===== src/rtl/imem_loader.sv =====
// Boot-time loader: assembles big-endian 16-bit words from a byte stream, writes
// them to instruction memory from address 0, verifies an XOR checksum, then releases the CPU.
module imem_loader #(
    parameter bit CHECK_EN = 1'b1
) (
    input  logic        clk,
    input  logic        rst_n,
    input  logic        byte_valid,
    input  logic [7:0]  byte_data,
    output logic        byte_ready,
    input  logic        reload,
    output logic        imem_we,
    output logic [7:0]  imem_waddr,
    output logic [15:0] imem_wdata,
    output logic        cpu_run,
    output logic        load_err,
    output logic [8:0]  words_loaded
);

    typedef enum logic [2:0] {
        S_IDLE, S_HI, S_LO, S_WRITE, S_CSUM, S_DONE, S_ERROR
    } state_t;

    state_t      state, state_nx;
    logic        armed;
    logic [7:0]  n_q, idx_q, hi_q, lo_q, csum_q;
    logic [8:0]  wcnt_q;
    logic [7:0]  last_idx;
    logic        acc;

    // armed keeps byte_ready low until the first edge after reset release
    assign byte_ready = armed && (state == S_IDLE || state == S_HI ||
                                  state == S_LO   || state == S_CSUM);
    assign acc        = byte_valid && byte_ready;
    assign last_idx   = n_q - 8'd1;   // N=0 encodes 256 words, so last index is 0xFF

    assign imem_we      = (state == S_WRITE);
    assign imem_waddr   = idx_q;
    assign imem_wdata   = {hi_q, lo_q};
    assign cpu_run      = (state == S_DONE);
    assign load_err     = (state == S_ERROR);
    assign words_loaded = wcnt_q;

    always_ff @(posedge clk or negedge rst_n) begin
        if (!rst_n) state <= S_IDLE;
        else        state <= state_nx;
    end

    always_comb begin
        state_nx = state;
        if (reload) begin
            state_nx = S_IDLE;
        end else begin
            case (state)
                S_IDLE:  if (acc) state_nx = S_HI;
                S_HI:    if (acc) state_nx = S_LO;
                S_LO:    if (acc) state_nx = S_WRITE;
                S_WRITE: begin
                    if (idx_q == last_idx) state_nx = CHECK_EN ? S_CSUM : S_DONE;
                    else                   state_nx = S_HI;
                end
                S_CSUM:  if (acc) state_nx = (byte_data == csum_q) ? S_DONE : S_ERROR;
                S_DONE:  state_nx = S_DONE;
                S_ERROR: state_nx = S_ERROR;
                default: state_nx = S_IDLE;
            endcase
        end
    end

    always_ff @(posedge clk or negedge rst_n) begin
        if (!rst_n) begin
            armed  <= 1'b0;
            n_q    <= '0;
            idx_q  <= '0;
            hi_q   <= '0;
            lo_q   <= '0;
            csum_q <= '0;
            wcnt_q <= '0;
        end else begin
            armed <= 1'b1;
            if (reload) begin
                idx_q  <= '0;
                csum_q <= '0;
                wcnt_q <= '0;
            end else begin
                case (state)
                    S_IDLE: if (acc) begin
                        n_q    <= byte_data;
                        csum_q <= byte_data;
                        idx_q  <= '0;
                    end
                    S_HI: if (acc) begin
                        hi_q   <= byte_data;
                        csum_q <= csum_q ^ byte_data;
                    end
                    S_LO: if (acc) begin
                        lo_q   <= byte_data;
                        csum_q <= csum_q ^ byte_data;
                    end
                    S_WRITE: begin
                        idx_q  <= idx_q + 8'd1;
                        wcnt_q <= wcnt_q + 9'd1;
                    end
                    default: ;
                endcase
            end
        end
    end

endmodule

===== config.mk =====
export PLATFORM = sky130hd
export DESIGN_NAME = imem_loader
export DESIGN_NICKNAME = d
export VERILOG_FILES = /design/src/rtl/imem_loader.sv
export SDC_FILE = /design/constraint.sdc
export NUM_CORES = 1
export LEC_CHECK = 0
export CAP_MARGIN = 20
export CORE_UTILIZATION = 35
export DETAILED_ROUTE_END_ITERATION = 8
export PLACE_DENSITY = 0.69
export SYNTH_ARGS = -nofsm -noshare
export SYNTH_HDL_FRONTEND = slang
export SYNTH_SLANG_ARGS = --single-unit
export TNS_END_PERCENT = 5

===== constraint.sdc =====
create_clock -name clk -period 2.7 [get_ports clk]
set_input_delay 0.54 -clock clk [delete_from_list [all_inputs] [get_ports clk]]
set_output_delay 0.54 -clock clk [all_outputs]
set_load 0.005 [all_outputs]

==> metrics <==
die width=around 90 um; register area share after synthesis=0.484; first-pass iteration count of the detailed router=4; Num CTS Buffers=5; post_cts resized=0; outcome=finished clean; post-synth top area share=0.484; Synth cell types=41; synth cell count leaders=53 x dfrtp_1, 29 x xor2_1, 28 x nand2_1; routability cong.=between 0.7 and 0.8; Vias/cell=~5.1; critical-path cell list=nand2_1, nor2_2, clkdlybuf4s50_1; total wire length=6.05 mm; starting density of the core=0.370; ys async rst share=1.00; Post-Syn Area=roughly 2700 um^2; clk buf depth=2; Synth area leader=dfrtp_1; Hold Buf Count CTS=0; Area contributors post-synth=dfrtp_1 48%, mux2_2 9.9%, xor2_1 9.3%; gr ovfl total=0; initial antenna violation count=0; largest net degree at the start of global routing=27; EDFF count, synth=0; Yosys reg bits=53; Peak Freq=around 410 MHz; Avg Inst Size Synth=10.4 um^2; Rows=31; crit path kind=reg2out; final hold violation count=0; Slew headroom=0.595; TritonCTS clock tree=done; Critical Path AT=approximately 1.9 ns; Main synth FF type=dfrtp_1; Max IR drop VDD=roughly 0.34 mV; Pwr Density=roughly 570 nW/um^2; clk root buf=clkbuf_8; GR Util All Layers=0.159; Die Y=slightly above 90 um; RSZ-0062 raised after global routing=false; MaxCap Viol Count=0; Gate Count Post-Synth=between 200 and 300; Yosys warning count=0; Iter 0 DRT Violations=roughly 90; clock sink count=between 50 and 60; share of cells above drive strength 1=0.141; Synthesized Nets=approximately 280; H-tree depth=2; Residual DRC=0; Synth-to-Final Area Change=27.0%; Critical Path Slowest Stage Cell=clkdlybuf4s50_1; Finished Core Util=0.469; worst slack, placed=-0.00852 ns; CP Launch Type=flip-flop; Antenna diodes=0; post-CTS setup buffers=0; net count reported at finish=roughly 330; vias in the first global route=approximately 2,200; I/O pins=approximately 50; most frequent cell after synthesis=dfrtp_1; global-route wire length before repair=between 10 and 15 mm; Min Clock Period, post-route=~2.4 ns; wire per inst=between 10 and 15 um; Tot Pwr=~2 mW; # setup viols final=0; part of the cycle the worst path needs=0.903; fin worst setup slack=around 0.26 ns; Antenna Nets Post-Route=0; Worst Tran Pin Value=a little over 0.6 ns; via count=roughly 2,100; IO Port Bufs=48; Lkg Pwr=1.49 nW; maximum fanout along the worst path=11; Skew-Pair Late Insertion Delay=0.31 ns; Max Slew Vio Count=0; length in cells of the worst reg-to-reg path=6; Setup TNS=0 ns; Worst-path clk slew=about 0.10 ns; critical path required time=2.16 ns; die area=approximately 8200 um^2; max incr delay on CP=0.55 ns; Worst Setup End Kind=output port; hold crit path type=in2async; Worst Skew=around 0.0087 ns; Core ar.=7410 um^2; placed wire-length estimate=roughly 4.3 mm
## final cells by class
type / instances / area (um^2)
Clock buffer: 6 / 82.6
Clock inverter: 2 / 37.5
Fill cell: 720 / 3930
Inverter: 2 / 7.51
Multi-Input combinational cell: 202 / 1380
Sequential cell: 53 / 1330
Tap cell: 99 / 124
Timing Repair Buffer: 54 / 520
## per-layer routing
metal  GRT usage  vias to the layer above  wire length, um
met4      0.0323                        0               34
met5           0                        -                0
met3      0.0362                        4              241
met1       0.201                     1042             2810
met2       0.277                       45             2970
li1            -                     1033                -
## placed cells by master (no fill, tap or decap), types with 6 or more instances in the layout
cell type and instances:
nor2_1 20, xor2_1 29, mux2_2 24, buf_4 6
dfrtp_1 53, nor3b_1 8, nand3_1 7, clkbuf_8 6
a21oi_1 15, o21ai_0 20, clkdlybuf4s50_1 47, nand2_1 28
## worst paths after layout
path	end	startpoint	slack, ns
setup / recovery	imem_we	state[0]	0.26
hold / removal	imem_waddr[3]	rst_n	0.21
min in group clk	lo_q[6]	lo_q[6]	0.51
setup reg to reg	state[0]	n_q[0]	0.54
hold reg to reg	lo_q[6]	lo_q[6]	0.51
max in group asynchronous	csum_q[6]	rst_n	1.84
## registers in the layout, summed over array words and instances, names as in the netlist
register,cells
state,3
imem_waddr,8
csum_q,8
hi_q,8
lo_q,8
words_loaded,9
armed,1
n_q,8
## critical path, delay by kind of cell (launching register included)
kind,cells,cell delay [ns]
and+or+nand+nor,2,0.49
DFF,1,0.54
buffers and inverters,1,0.55
## cell families (layout without fill, tap and decap cells)
kind of cell | Yosys count | in the layout | share of synthesized area
simple gates | 93 | 93 | 0.176
other cells | 1 | 1 | 0.00137
xor+xnor | 34 | 34 | 0.109
flops | 53 | 53 | 0.484
compound gates | 46 | 46 | 0.101
buf+inv | 9 | 64 | 0.0132
mux | 25 | 25 | 0.102
fa+ha+maj | 3 | 3 | 0.0137
## stage by stage
step | instance area, um^2 | std cells | hold WS (ns)
after floorplan | 2740 | 264 | 0.244
after global placement | 3350 | 409 | 0.490
after detailed placement | 3350 | 409 | 0.494
after CTS | 3470 | 417 | 0.237
after global routing | 3480 | 418 | 0.265
final | 3480 | 418 | 0.212
## power breakdown
| part | internal, mW | total (mW) | switching (mW) | leakage [nW] |
|---|---|---|---|---|
| sequential | 0.894 | 0.992 | 0.0979 | 0.699 |
| clock | 0.302 | 0.566 | 0.265 | 0.0574 |
| combinational | 0.256 | 0.436 | 0.180 | 0.734 |
| total | 1.45 | 1.99 | 0.542 | 1.49 |
No activity file was read; power rests on OpenSTA's default activity.
